[src/rtl/inst_fetch_if.sv]
// Instruction memory read bus: registered request/address out, variable-latency ack/data back.
interface inst_fetch_if;
  logic        mem_req;
  logic [31:0] mem_addr;
  logic        mem_ack;
  logic [31:0] mem_rdata;

  modport master (output mem_req, mem_addr, input  mem_ack, mem_rdata);
  modport slave  (input  mem_req, mem_addr, output mem_ack, mem_rdata);
endinterface

[src/rtl/inst_fetch.sv]
// Fetch stage: turns pc into a memory read, holds the fetched word with its address tag,
// stalls until the tag matches pc, and flags misaligned pc / bus timeout as a sticky fault.
module inst_fetch #(
  parameter int          TIMEOUT  = 255,
  parameter logic [31:0] NOP_WORD = '0
) (
  input  logic               clk_cpu,
  input  logic               reset,
  input  logic [31:0]        pc,
  inst_fetch_if.master       mem,
  output logic [31:0]        inst,
  output logic               inst_valid,
  output logic               fetch_stall,
  output logic               fetch_fault
);

  typedef enum logic {IDLE, REQ} state_t;

  state_t      state, state_nxt;
  logic [31:0] tag;
  logic        tag_v;
  logic        fault;
  logic [7:0]  tmo_cnt;

  logic hit, misal, blocked, timeout;

  assign hit     = tag_v && (tag == pc);
  assign misal   = (pc[1:0] != 2'b00);
  // a faulted address is not retried until pc moves off it
  assign blocked = fault && (tag == pc);
  assign timeout = (tmo_cnt == 8'(TIMEOUT - 1));

  always_ff @(posedge clk_cpu or posedge reset) begin
    if (reset) state <= IDLE;
    else       state <= state_nxt;
  end

  always_comb begin
    state_nxt = state;
    case (state)
      IDLE: if (!hit && !misal && !blocked) state_nxt = REQ;
      REQ:  if (mem.mem_ack || timeout)     state_nxt = IDLE;
      default: state_nxt = IDLE;
    endcase
  end

  always_comb begin
    inst_valid  = hit;
    fetch_fault = fault;
    fetch_stall = !hit && !fault;
  end

  always_ff @(posedge clk_cpu or posedge reset) begin
    if (reset) begin
      mem.mem_req  <= 1'b0;
      mem.mem_addr <= '0;
      inst         <= NOP_WORD;
      tag          <= '0;
      tag_v        <= 1'b0;
      fault        <= 1'b0;
      tmo_cnt      <= '0;
    end else begin
      case (state)
        IDLE: if (!hit) begin
          if (misal) begin
            fault <= 1'b1;
            inst  <= NOP_WORD;
            tag   <= pc;
            tag_v <= 1'b0;
          end else if (!blocked) begin
            mem.mem_req  <= 1'b1;
            mem.mem_addr <= pc;
            tmo_cnt      <= '0;
            fault        <= 1'b0;
          end
        end
        REQ: begin
          // ack has priority over a timeout landing on the same edge
          if (mem.mem_ack) begin
            mem.mem_req <= 1'b0;
            inst        <= mem.mem_rdata;
            tag         <= mem.mem_addr;
            tag_v       <= 1'b1;
            fault       <= 1'b0;
          end else if (timeout) begin
            mem.mem_req <= 1'b0;
            fault       <= 1'b1;
            inst        <= NOP_WORD;
            tag         <= mem.mem_addr;
            tag_v       <= 1'b0;
          end else begin
            tmo_cnt <= tmo_cnt + 8'd1;
          end
        end
        default: ;
      endcase
    end
  end

endmodule
[src/flat_wrapper.sv]
// flat-port wrapper written by rule: the top's interface ports become plain ports
module inst_fetch_flat 
#(
  parameter int          TIMEOUT  = 255,
  parameter logic [31:0] NOP_WORD = '0
)
  (clk_cpu, reset, pc, inst, inst_valid, fetch_stall, fetch_fault, mem_mem_req, mem_mem_addr, mem_mem_ack, mem_mem_rdata);
  inst_fetch_if mem_i ();
  input  logic clk_cpu;
  input  logic reset;
  input  logic [31:0] pc;
  output logic [31:0] inst;
  output logic inst_valid;
  output logic fetch_stall;
  output logic fetch_fault;
  output wire logic [$bits(mem_i.mem_req)-1:0] mem_mem_req;
  output wire logic [$bits(mem_i.mem_addr)-1:0] mem_mem_addr;
  input wire logic [$bits(mem_i.mem_ack)-1:0] mem_mem_ack;
  input wire logic [$bits(mem_i.mem_rdata)-1:0] mem_mem_rdata;
  assign mem_mem_req = mem_i.mem_req;
  assign mem_mem_addr = mem_i.mem_addr;
  assign mem_i.mem_ack = mem_mem_ack;
  assign mem_i.mem_rdata = mem_mem_rdata;
  inst_fetch #(.TIMEOUT(TIMEOUT), .NOP_WORD(NOP_WORD)) u_core (.clk_cpu(clk_cpu), .reset(reset), .pc(pc), .mem(mem_i), .inst(inst), .inst_valid(inst_valid), .fetch_stall(fetch_stall), .fetch_fault(fetch_fault));
endmodule
[config.mk]
export PLATFORM = sky130hd
export DESIGN_NAME = inst_fetch_flat
export DESIGN_NICKNAME = d
export VERILOG_FILES = /design/src/rtl/inst_fetch_if.sv /design/src/rtl/inst_fetch.sv /design/src/flat_wrapper.sv
export SDC_FILE = /design/constraint.sdc
export NUM_CORES = 1
export LEC_CHECK = 0
export ABC_AREA = 1
export CELL_PAD_IN_SITES_DETAIL_PLACEMENT = 1
export CELL_PAD_IN_SITES_GLOBAL_PLACEMENT = 1
export CORE_MARGIN = 5
export CORE_UTILIZATION = 41
export DETAILED_ROUTE_END_ITERATION = 16
export DONT_BUFFER_PORTS = 1
export HOLD_SLACK_MARGIN = 0.15
export PLACE_DENSITY_LB_ADDON = 0.1
export SETUP_SLACK_MARGIN = 0.5
export SYNTH_ARGS = -nofsm -noshare
export SYNTH_HDL_FRONTEND = slang
export SYNTH_SLANG_ARGS = --single-unit
[constraint.sdc]
create_clock -name clk_cpu -period 4.35 [get_ports clk_cpu]
set_input_delay 1.305 -clock clk_cpu [delete_from_list [all_inputs] [get_ports clk_cpu]]
set_output_delay 1.305 -clock clk_cpu [all_outputs]
set_load 0.01 [all_outputs]
After elaboration in Yosys (flattened, before gate mapping) --
Cells that the tools add are included.
Storage, ports and cells: bits in registers 108, input bits 67
Operators by class: add/sub/neg operators 1, equality and inequality tests 10, muxes and demuxes 35, bitwise logic cells 4, reduce and logical (&&, ||, !) cells 16
Operator list (number):
- $mux 32 | 8
- $pmux 32 s2 | 2
- $mux 8 | 5
- $eq 32x32->1 | 1
- $pmux 8 s2 | 1
- $mux 1 | 15
- $ne 2x2->1 const B | 5
- $add 8x1->8 const B | 1
- $eq 8x8->1 const B | 1
- $pmux 1 s2 | 4
- $reduce_and 4->1 | 2
- $reduce_and 3->1 | 2
- $logic_and 1x1->1 | 5
- $reduce_and 5->1 | 1
- $logic_not 1->1 | 4
- $not 1->1 | 4
- $ne 3x2->1 const B | 1
- $ne 3x3->1 const B | 1
- $ne 2x1->1 const B | 1
- $reduce_bool 2->1 | 1
- $logic_or 1x1->1 | 1

Longest topological paths before layout --
depth in word-level cells 7, gate-level depth with buffers 13, gate-level depth less buffers 13

Least setup slack after synthesis --
OpenSTA, ideal clock, no wires.
path kind input to output, start input port pc[11], end output port fetch_stall, arrival 2.191 ns, data required time 3.045 ns, path slack 0.854 ns, stages 9, buffers on the path 0, cell sequence xnor2_1 nand2_1 nor2_1 nand2_1 nor2_2 nand3_2 inv_1 or2_2 inv_1
On the way: word-level cells in the longest chain between the ends 4
Ends and longest elaborated chain:
- start, declared | line flat_wrapper.sv:11 | input logic [31:0] pc;
- $eq 32x32->1 | line inst_fetch.sv:27 | assign hit = tag_v && (tag == pc);
- $logic_and 1x1->1 | line inst_fetch.sv:27
- via inst_valid | line flat_wrapper.sv:13 | output logic inst_valid;
- $logic_not 1->1 | line inst_fetch.sv:50 | fetch_stall = !hit && !fault;
- $logic_and 1x1->1 | line inst_fetch.sv:50
- end, declared | line flat_wrapper.sv:14 | output logic fetch_stall;
The timed path passes the listed nets, and every way through them passes these cells.

Final worst setup path --
start input port pc[30], end output port fetch_stall
Same word-level chain as after synthesis.

==> results.md <==
Status
• run status: finished clean

Setup path
• type of element capturing the critical path: primary output
• library cell contributing the largest single delay on the critical path: sky130_fd_sc_hd__nor2_4
• critical path cell sequence: xnor2_1 > nand2_1 > nor2_1 > nand2_1 > nor2_4 > nand3_4 > inv_2 > or2_2 > inv_1
• biggest cell delay along the critical path: 0.19 ns
• Worst path most repeated cell: sky130_fd_sc_hd__nand2_1
• largest fanout on the critical path: 4
• count of buffer and inverter cells on the critical path: 2
• Setup Crit Path Kind: in -> out
• Top delay family on crit path: simple AND/OR/NAND/NOR gates
• data arrival time of the worst path: 2.41 ns
• required time worst endpoint: 3.04 ns
• type of element launching the critical path: input pin

Logic synthesis
• leading cell types by total area after synthesis: sky130_fd_sc_hd__dfrtp_1 53%, sky130_fd_sc_hd__nand2_1 21%, sky130_fd_sc_hd__o21ai_0 9.5%, sky130_fd_sc_hd__inv_1 5.0%, sky130_fd_sc_hd__xnor2_1 3.6%
• cell count after synthesis: 647
• post-synth cell types: 25
• Yosys warning total: 0
• number of synthesized register bits: 108
• synthesized cell area: 0.00507 mm2
• fraction of the yosys area taken by sequential cells: 53.3%
• post-synth net total: 716
• biggest area consumer among synthesized cells: sky130_fd_sc_hd__dfrtp_1
• share of the synthesized area in the top cell type: 53.3%
• syn_area_per_cell: 7.83 um2

Hold path
• Hold/Removal Path Class: reg -> reg

STA
• setup repair after global routing missed its margin: false
• clock skew after layout: 0.00762 ns
• highest clock frequency the design can meet: 0.269 GHz
• transition time at the pin with the least slew margin: 0.955 ns
• final-report setup violation count: 0
• final slew viol count: 0
• final-layout setup total negative slack: 0 ns
• max_slew headroom: 36.3%
• share of the cycle needed by the critical path after routing: 85.5%
• endpoints failing hold: 0
• time the final worst path needs with I/O delays and setup: 3.72 ns

Clock network
• library cell used as clock root buffer: sky130_fd_sc_hd__clkbuf_16
• worst-skew pair later-pin latency: 0.35 ns
• clock tree from TritonCTS: built
• cts bufs inserted: 9
• post-CTS setup buffer count: 0
• Clock Tree Buf Depth: 2
• number of H-tree levels: 3
• clock slew at reported path FFs: 0.07 ns
• count of clock tree sinks: 108

Detailed routing
• total wire length: 12,900 um
• final routed DRC violation total: 0
• routed via count divided by cell count: 4.92
• routed via count: 3,977
• ANT nets after route: 0
• average wire per standard cell: 16.0 um
• detailed-routing iteration count for the pre-antenna-repair pass: 4
• count of routing violations after the opening detailed-route iteration: 158

Global routing
• maximum number of pins on one net before global-route repair: 109
• number of antenna violations at the first check in global routing: 0
• GRT Resource Usage Total: 18.7%
• via count of the first global-routing pass: 4,278
• wire length of the first global-routing pass: 21,700 um
• grt total ovfl: 0

Cells and area
• layout overhead on the synthesized area: 9.09%
• share of layout cells above drive strength 1: 4.84%
• commonest non-fill, non-tap cell in the layout: sky130_fd_sc_hd__nand2_1
• storage element area: 0.00270 mm2
• Multi-input gate area: 0.00200 mm2
• total inserted antenna cells: 0
• top library cells by usage in the layout, fill and taps aside: 278 x sky130_fd_sc_hd__nand2_1, 107 x sky130_fd_sc_hd__dfrtp_1, 96 x sky130_fd_sc_hd__o21ai_0
• layout filler cell count: 1,462
• fin nets: 705
• number of cells in the finished layout apart from fillers: 808

Die
• Starting Density: 42.0%
• placeable core region: 0.0121 mm2
• die outline area: 0.0147 mm2
• Die Width: 121 um
• standard-cell row count: 40
• overall die height: 121 um
• io pins: 135

Place
• number of input and output port buffers inserted: 0
• placer's final routability congestion estimate: 0.827
• DP HPWL: 9060 um
• number of placed cells counting well taps: 793

Pwr
• leakage power: 2.76 nW
• largest voltage drop on the vdd net: 224 uV
• PD cells: 692 mW/mm2

Job
• count of maximum capacitance violations: 0

-- cell usage after synthesis (all sizes together) --
| master | instances |
|---|---|
| a21o | 1 |
| or2 | 2 |
| nor2 | 24 |
| nand3 | 11 |
| nand4 | 2 |
| nor3 | 1 |
| ha | 2 |
| o21ai | 97 |
| a21oi | 1 |
| inv | 67 |
| a31oi | 1 |
| clkbuf | 13 |
| xor2 | 2 |
| dfrtp | 108 |
| xnor2 | 21 |
| nand2 | 279 |
| nor3b | 1 |
| buf | 14 |
-- cell type report --
cell class / instances / share of cell area [%]
Clock inverter: 5 / 0.951
Tap cell: 168 / 3.80
Timing Repair Buffer: 5 / 1.13
Sequential cell: 108 / 48.9
Clock buffer: 10 / 4.32
Multi-Input combinational cell: 445 / 36.3
Inverter: 67 / 4.62
-- sequential cells by signal, indices dropped and copies added (netlist names) --
| name | count |
|---|---|
| u_core.inst | 32 |
| u_core.mem.mem_addr | 32 |
| u_core.tag | 32 |
| u_core.tmo_cnt | 8 |
| u_core.fetch_fault | 1 |
| u_core.mem.mem_req | 1 |
| u_core.state | 1 |
| u_core.tag_v | 1 |
-- report_power, final --
part	total [mW]	switching, mW	internal (mW)
Combinational	1.15	0.751	0.396
Clock	0.823	0.367	0.456
Sequential	1.85	0.444	1.41
-- per-stage QoR --
stage	hold WS [ns]	setup slack, ns	power [mW]	instance area [um2]	util (%)
after global routing	0.541	0.515	4.17	5530	45.8
after floorplan	0.463	0.854	2.69	5070	-
final	0.508	0.630	3.82	5530	45.8
after CTS	0.513	0.537	3.90	5520	45.7
after global placement	0.486	0.475	2.97	5220	43.3
after detailed placement	0.492	0.494	3.05	5220	43.3
-- final timing paths --
check	slack, ns	startpoint	depth (start not counted)	to
setup / recovery	0.63	pc[30]	9	fetch_stall
hold / removal	0.51	u_core.tag[15]$_DFFE_PP0P_	2	u_core.tag[15]$_DFFE_PP0P_
setup reg to reg	2.11	u_core.tag[26]$_DFFE_PP0P_	11	u_core.mem.mem_addr[29]$_DFFE_PP0P_
hold reg to reg	0.51	u_core.tag[15]$_DFFE_PP0P_	2	u_core.tag[15]$_DFFE_PP0P_
max in group asynchronous	2.85	reset	2	u_core.state$_DFF_PP0_
min in group asynchronous	0.98	reset	2	u_core.inst[15]$_DFFE_PP0P_
-- cells by family (layout without fill, tap and decap cells) --
family / Yosys count / count (layout) / synth area share (%)
buffers and inverters: 94 / 87 / 7.46
flip-flops: 108 / 108 / 53.3
AO/OA/AOI/OAI: 100 / 100 / 10.2
XOR/XNOR: 23 / 23 / 3.98
AND/OR/NAND/NOR: 320 / 320 / 24.6
adder cells (fa/ha/maj): 2 / 2 / 0.494
-- metal layers --
metal	global-route usage, %	vias to the layer above	part of all wire (%)
met4	6.30	0	1.5
met2	31.4	89	48
met1	22.7	1917	43
met5	0	-	0
li1	-	1959	-
met3	5.92	12	7.4
-- tightest hold or removal path, cell delays in order (launching register included) --
cell and delay, ns:
sky130_fd_sc_hd__dfrtp_1 0.36, sky130_fd_sc_hd__nand2_1 0.05, sky130_fd_sc_hd__o21ai_0 0.06
-- timing repair --
item | 4_1_cts | 5_1_grt
hold buffers | 0 | 0
pin swaps | 0 | 1
gates resized for setup | 1 | 2
endpoints found under the setup margin | 1 | 1
(Power assumes the default switching activity.)
